### config.mk
export PLATFORM = sky130hd
export DESIGN_NAME = stack_arbiter_flat
export DESIGN_NICKNAME = d
export VERILOG_FILES = /design/src/rtl/stack_arbiter_if.sv /design/src/rtl/stack_arbiter.sv /design/src/flat_wrapper.sv
export SDC_FILE = /design/constraint.sdc
export NUM_CORES = 1
export LEC_CHECK = 0
export ABC_AREA = 1
export CORE_ASPECT_RATIO = 1.4
export CORE_MARGIN = 5
export CORE_UTILIZATION = 37
export CTS_CLUSTER_SIZE = 12
export DETAILED_ROUTE_END_ITERATION = 8
export PLACE_DENSITY_LB_ADDON = 0.15
export SLEW_MARGIN = 15
export SYNTH_ARGS = -nofsm -noshare
export SYNTH_HDL_FRONTEND = slang
export SYNTH_SLANG_ARGS = --single-unit
### constraint.sdc
create_clock -name clk -period 4.6 [get_ports clk]
set_input_delay 0.92 -clock clk [delete_from_list [all_inputs] [get_ports clk]]
set_output_delay 0.92 -clock clk [all_outputs]
set_load 0.01 [all_outputs]
### src/rtl/stack_arbiter_if.sv
`default_nettype none
// ============================================================================
// Module   : stack_arbiter_if
// Purpose  : Requester, stack and flush signals of the two-port stack arbiter.
// Revision : 1.0 - initial release
// ============================================================================
interface stack_arbiter_if #(
  parameter int DATA_WIDTH = 16
);
  logic                  req0_i, req1_i;
  logic                  op0_i, op1_i;
  logic [DATA_WIDTH-1:0] wdata0_i, wdata1_i;
  logic                  gnt0_o, gnt1_o;
  logic                  rvalid0_o, rvalid1_o;
  logic [DATA_WIDTH-1:0] rdata_o;
  logic                  stack_wn_o, stack_rn_o;
  logic [DATA_WIDTH-1:0] stack_in_o;
  logic [DATA_WIDTH-1:0] stack_out_i;
  logic                  stack_full_i, stack_empty_i;
  logic                  flush_i, flush_done_o;

  // Arbiter side
  modport slave (
    input  req0_i, req1_i, op0_i, op1_i, wdata0_i, wdata1_i,
    input  stack_out_i, stack_full_i, stack_empty_i, flush_i,
    output gnt0_o, gnt1_o, rvalid0_o, rvalid1_o, rdata_o,
    output stack_wn_o, stack_rn_o, stack_in_o, flush_done_o
  );

  // Requester / stack environment side
  modport master (
    output req0_i, req1_i, op0_i, op1_i, wdata0_i, wdata1_i,
    output stack_out_i, stack_full_i, stack_empty_i, flush_i,
    input  gnt0_o, gnt1_o, rvalid0_o, rvalid1_o, rdata_o,
    input  stack_wn_o, stack_rn_o, stack_in_o, flush_done_o
  );
endinterface
`default_nettype wire

### src/rtl/stack_arbiter.sv
`default_nettype none
// ============================================================================
// Module   : stack_arbiter
// Purpose  : Round-robin arbiter granting two requesters push/pop access to a
//            shared stack. Optional flush feature under STACK_ARB_FLUSH_EN.
// Revision : 1.0 - initial release
// ============================================================================
module stack_arbiter #(
  parameter int DATA_WIDTH = 16
) (
  input  wire logic       clk,
  input  wire logic       rst,
  stack_arbiter_if.slave  bus
);

  typedef enum logic [0:0] {
    ARB   = 1'b0,
    FLUSH = 1'b1
  } state_t;

  logic                  w_elig0, w_elig1;
  logic                  w_pick0, w_pick1;
  logic                  w_arb_en;
  logic                  w_gnt0, w_gnt1;
  logic                  w_wn, w_rn;
  logic                  w_flush_done;
  logic [DATA_WIDTH-1:0] w_stack_in;

  logic                  r_last;
  logic                  r_rvalid0, r_rvalid1;
  logic [DATA_WIDTH-1:0] r_rdata;

  assign w_elig0 = bus.req0_i & (bus.op0_i ? ~bus.stack_empty_i : ~bus.stack_full_i);
  assign w_elig1 = bus.req1_i & (bus.op1_i ? ~bus.stack_empty_i : ~bus.stack_full_i);

  // r_last holds the most recently granted requester; the other one wins a tie
  assign w_pick1 = w_elig1 & (~w_elig0 | ~r_last);
  assign w_pick0 = w_elig0 & ~w_pick1;

`ifdef STACK_ARB_FLUSH_EN
  state_t r_state, w_state_nxt;

  always_ff @(posedge clk or posedge rst) begin
    if (rst) begin
      r_state <= ARB;
    end else begin
      r_state <= w_state_nxt;
    end
  end
`else
  logic unused_flush;
  assign unused_flush = bus.flush_i;
`endif

  always_comb begin
    w_arb_en     = 1'b0;
    w_gnt0       = 1'b0;
    w_gnt1       = 1'b0;
    w_wn         = 1'b0;
    w_rn         = 1'b0;
    w_flush_done = 1'b0;
    w_stack_in   = '0;
`ifdef STACK_ARB_FLUSH_EN
    w_state_nxt  = r_state;
`endif
    if (!rst) begin
`ifdef STACK_ARB_FLUSH_EN
      case (r_state)
        ARB: begin
          if (bus.flush_i) begin
            w_state_nxt = FLUSH;
          end else begin
            w_arb_en = 1'b1;
          end
        end
        FLUSH: begin
          // Drain the stack one entry per cycle; popped data is discarded
          if (!bus.stack_empty_i) begin
            w_rn = 1'b1;
          end else begin
            w_flush_done = 1'b1;
            w_state_nxt  = ARB;
          end
        end
        default: w_state_nxt = ARB;
      endcase
`else
      w_arb_en = 1'b1;
`endif
      if (w_arb_en) begin
        w_gnt0 = w_pick0;
        w_gnt1 = w_pick1;
        if (w_pick0) begin
          if (bus.op0_i) begin
            w_rn = 1'b1;
          end else begin
            w_wn       = 1'b1;
            w_stack_in = bus.wdata0_i;
          end
        end else if (w_pick1) begin
          if (bus.op1_i) begin
            w_rn = 1'b1;
          end else begin
            w_wn       = 1'b1;
            w_stack_in = bus.wdata1_i;
          end
        end
      end
    end
  end

  always_ff @(posedge clk or posedge rst) begin
    if (rst) begin
      r_last    <= 1'b1;
      r_rvalid0 <= 1'b0;
      r_rvalid1 <= 1'b0;
      r_rdata   <= '0;
    end else begin
      r_rvalid0 <= w_gnt0 & bus.op0_i;
      r_rvalid1 <= w_gnt1 & bus.op1_i;
      if ((w_gnt0 & bus.op0_i) | (w_gnt1 & bus.op1_i)) begin
        r_rdata <= bus.stack_out_i;
      end
      if (w_gnt0 | w_gnt1) begin
        r_last <= w_gnt1;
      end
    end
  end

  assign bus.gnt0_o       = w_gnt0;
  assign bus.gnt1_o       = w_gnt1;
  assign bus.stack_wn_o   = w_wn;
  assign bus.stack_rn_o   = w_rn;
  assign bus.stack_in_o   = w_stack_in;
  assign bus.flush_done_o = w_flush_done;
  assign bus.rvalid0_o    = r_rvalid0;
  assign bus.rvalid1_o    = r_rvalid1;
  assign bus.rdata_o      = r_rdata;

endmodule
`default_nettype wire

### src/flat_wrapper.sv
// flat-port wrapper written by rule: the top's interface ports become plain ports
module stack_arbiter_flat 
#(
  parameter int DATA_WIDTH = 16
)
  (clk, rst, bus_req0_i, bus_req1_i, bus_op0_i, bus_op1_i, bus_wdata0_i, bus_wdata1_i, bus_stack_out_i, bus_stack_full_i, bus_stack_empty_i, bus_flush_i, bus_gnt0_o, bus_gnt1_o, bus_rvalid0_o, bus_rvalid1_o, bus_rdata_o, bus_stack_wn_o, bus_stack_rn_o, bus_stack_in_o, bus_flush_done_o);
  stack_arbiter_if #(.DATA_WIDTH(DATA_WIDTH)) bus_i ();
  input  wire logic clk;
  input  wire logic rst;
  input wire logic [$bits(bus_i.req0_i)-1:0] bus_req0_i;
  input wire logic [$bits(bus_i.req1_i)-1:0] bus_req1_i;
  input wire logic [$bits(bus_i.op0_i)-1:0] bus_op0_i;
  input wire logic [$bits(bus_i.op1_i)-1:0] bus_op1_i;
  input wire logic [$bits(bus_i.wdata0_i)-1:0] bus_wdata0_i;
  input wire logic [$bits(bus_i.wdata1_i)-1:0] bus_wdata1_i;
  input wire logic [$bits(bus_i.stack_out_i)-1:0] bus_stack_out_i;
  input wire logic [$bits(bus_i.stack_full_i)-1:0] bus_stack_full_i;
  input wire logic [$bits(bus_i.stack_empty_i)-1:0] bus_stack_empty_i;
  input wire logic [$bits(bus_i.flush_i)-1:0] bus_flush_i;
  output wire logic [$bits(bus_i.gnt0_o)-1:0] bus_gnt0_o;
  output wire logic [$bits(bus_i.gnt1_o)-1:0] bus_gnt1_o;
  output wire logic [$bits(bus_i.rvalid0_o)-1:0] bus_rvalid0_o;
  output wire logic [$bits(bus_i.rvalid1_o)-1:0] bus_rvalid1_o;
  output wire logic [$bits(bus_i.rdata_o)-1:0] bus_rdata_o;
  output wire logic [$bits(bus_i.stack_wn_o)-1:0] bus_stack_wn_o;
  output wire logic [$bits(bus_i.stack_rn_o)-1:0] bus_stack_rn_o;
  output wire logic [$bits(bus_i.stack_in_o)-1:0] bus_stack_in_o;
  output wire logic [$bits(bus_i.flush_done_o)-1:0] bus_flush_done_o;
  assign bus_i.req0_i = bus_req0_i;
  assign bus_i.req1_i = bus_req1_i;
  assign bus_i.op0_i = bus_op0_i;
  assign bus_i.op1_i = bus_op1_i;
  assign bus_i.wdata0_i = bus_wdata0_i;
  assign bus_i.wdata1_i = bus_wdata1_i;
  assign bus_i.stack_out_i = bus_stack_out_i;
  assign bus_i.stack_full_i = bus_stack_full_i;
  assign bus_i.stack_empty_i = bus_stack_empty_i;
  assign bus_i.flush_i = bus_flush_i;
  assign bus_gnt0_o = bus_i.gnt0_o;
  assign bus_gnt1_o = bus_i.gnt1_o;
  assign bus_rvalid0_o = bus_i.rvalid0_o;
  assign bus_rvalid1_o = bus_i.rvalid1_o;
  assign bus_rdata_o = bus_i.rdata_o;
  assign bus_stack_wn_o = bus_i.stack_wn_o;
  assign bus_stack_rn_o = bus_i.stack_rn_o;
  assign bus_stack_in_o = bus_i.stack_in_o;
  assign bus_flush_done_o = bus_i.flush_done_o;
  stack_arbiter #(.DATA_WIDTH(DATA_WIDTH)) u_core (.clk(clk), .rst(rst), .bus(bus_i));
endmodule
==> results by group <==
Global routing
  – Busiest grt layer: met2
  – GRT Residual Overflow: 0
  – Met1 usage: 20.1%
  – First-pass GRT wire length: 6710 um
  – Largest net degree at the start of global routing: 21
  – Gr usage total: 17.6%
  – Initial antenna violation count: 0
  – Number of global-route vias before repair: 1426
  – Met2 Track Usage GR: about a third
  – Met3 usage: 4.50%

Timing
  – Skew final: 1.14 ps
  – Setup TNS: 0 ps
  – Max Fclk: 242 MHz
  – Final hold violation count: 0
  – Final Setup Violations: 0
  – Max_slew headroom: 64.2%
  – RSZ-0062 raised after global routing: no
  – PnR worst setup slack: 462 ps
  – Fin crit share: 90.0%
  – Min Tclk post-route: 4140 ps
  – Max Slew Vio Count: 0
  – WHS: 507 ps
  – Worst-Margin Slew: 535 ps

Power and ir drop
  – Lkg Pwr: 0.959 nW
  – Maximum vdd drop: 0.288 mV
  – Pwr Density: roughly 270 nW/um2
  – Power Total: 0.610 mW

Synth
  – Cell taking the most area after synthesis: dfrtp_1
  – Post-synth ARST share: 100%
  – Synth cell count leaders: nand3_1 (41), nand2_1 (21), dfrtp_1 (18)
  – Cell Area, Synth: roughly 1300 um2
  – Seq cells post-synth: 19
  – Cell variety after synth: 22
  – Syn. warnings: 0
  – Top cell type's share of synthesized area: 34.4%
  – Syn avg cell area: 8.25 um2
  – Seq/Total Area, Yosys: 36.4%
  – Syn Inst Count: 159
  – Most common cell in the synthesized netlist: nand3_1
  – Mapped Nets: 216
  – Synth area leaders: dfrtp_1 (34%), nand3_1 (16%), nand4_1 (7.6%)
  – Post-synth EDFFs: 0
  – Most common flop cell mapped by yosys: dfrtp_1

CTS
  – CTS tree: done
  – TritonCTS Buffers: 3
  – Root buffer cell: clkbuf_8
  – Clk_lat worst skew: 250 ps
  – H-tree levels: 1
  – Hold buffer count at cts: 0
  – Clk slew on worst S/H paths: 60 ps
  – Post-CTS Resized: 0
  – CTS max path bufs: 2
  – Sink Count: 19
  – Postcts setup bufs: 0

Cells and area
  – Final net count: slightly above 300
  – Share of cells above drive strength 1: 11.3%
  – Layout Utilization: 67.2%
  – Ant. Diodes: 0
  – Area Overhead vs Synth: 74.8%

Setup path
  – Critical path buffer and inverter count: 3
  – CP Capture Type: output port
  – Family with the most delay on the worst path: buffers and inverters
  – Reg2Reg Launch Point: u_core.r_last
  – Cell Chain, Critical Path: clkdlybuf4s50_1 > inv_2 > nand2_4 > nand3_4 > a21oi_4 > nand3_1 > a21oi_1 > clkdlybuf4s50_1
  – Most used cell, CP: clkdlybuf4s50_1
  – Crit path launch type: primary input
  – Req. time, crit path: 3680 ps
  – Max stage delay on crit path: around 570 ps
  – Worst-path maximum fanout: 18
  – Data arrival time of the critical path: 3220 ps
  – Crit path kind: in -> out
  – Reg2reg setup slack: 2870 ps
  – Worst setup startpoint: bus_op0_i
  – CP max stage cell: clkdlybuf4s50_1

Floorplanning
  – Die area: 4850 um2
  – Core area: around 3400 um2
  – Rows: 25
  – DIE WIDTH: 60.3 um
  – Top Ports: between 90 and 100
  – Die height: 80.4 um
  – Starting Density: 38.5%

Placed design
  – Port bufs: 93
  – Hpwl dp: 3230 um
  – Final Wtd Congestion: 0.710
  – Dpl ws: 447 ps

Drt
  – Total Routed Length: around 4200 um
  – DRT antenna net count: 0
  – Via count: 1490
  – Average routed wire per standard cell: 14.7 um
  – Initial DRT Pass Iterations: 4
  – Detailed Route Iter0 Violations: 78
  – Number of remaining DRC errors: 0
  – Via-to-Cell Ratio: 5.17

Outcome
  – Run status: finished, final reports clean

Worst hold path
  – Min-delay src: u_core.bus.rdata_o[6]
  – Min-Delay Path Class: reg -> reg

Run
  – MaxCap Viol Count: 0
[sequential cells by signal, summed over array words and instances, names as in the netlist]
name / flops
u_core.r_last: 1
u_core.bus.rvalid1_o: 1
u_core.bus.rdata_o: 16
u_core.bus.rvalid0_o: 1
[routing by layer]
metal	up-vias	part of all wire, %
li1	738	-
met1	686	37
met2	62	50
met3	4	12
met4	0	0.85
met5	-	0
[cell type report]
class	count	area, um2
Clock buffer	4	45.0
Fill cell	311	1120
Inverter	10	37.5
Multi-Input combinational cell	117	714
Sequential cell	19	477
Tap cell	40	50.0
Timing Repair Buffer	98	968
[worst min-delay path, delay by kind of cell, from the launching register on]
family,cells,cell delay [ps]
simple gates,2,130
flops,1,340
[power by group]
part	switching, mW	internal [mW]
clock network	0.0507	0.0615
registers	0.0250	0.208
logic	0.113	0.152
total	0.188	0.422
[layout by cell type (no fill, tap or decap), drive strengths merged]
master and n:
buf 5, o21ai 1, nand4 18, clkdlybuf4s50 93, dfstp 1, clkinv 1, a21oi 18, nand2 24
inv 9, dfrtp 18, clkbuf 4, conb 1, nor2 3, nand3 52
[cells by family after synthesis]
| kind of cell | after synthesis | synth area share [%] |
|---|---|---|
| AND/OR/NAND/NOR | 97 | 46.1 |
| flip-flops | 19 | 36.4 |
| AO/OA/AOI/OAI | 19 | 8.11 |
| buffers and inverters | 23 | 9.16 |
| other | 1 | 0.286 |
[path summary, 6_finish.rpt]
path,to,depth (start not counted)
worst max-delay path,bus_stack_in_o[11],8
max in group asynchronous,u_core.r_last,4
worst min register to register,u_core.bus.rdata_o[6],2
min in group asynchronous,u_core.bus.rdata_o[15],3
worst min-delay path,u_core.bus.rdata_o[6],2
worst max register to register,u_core.bus.rdata_o[3],6
[per-stage QoR]
| step | area (um2) | instances |
|---|---|---|
| floorplan | 1310 | 159 |
| detailed placement | 2250 | 284 |
| finish | 2290 | 288 |
| global placement | 2250 | 284 |
| global route | 2290 | 288 |
| CTS | 2290 | 288 |
(Power assumes the default switching activity.)
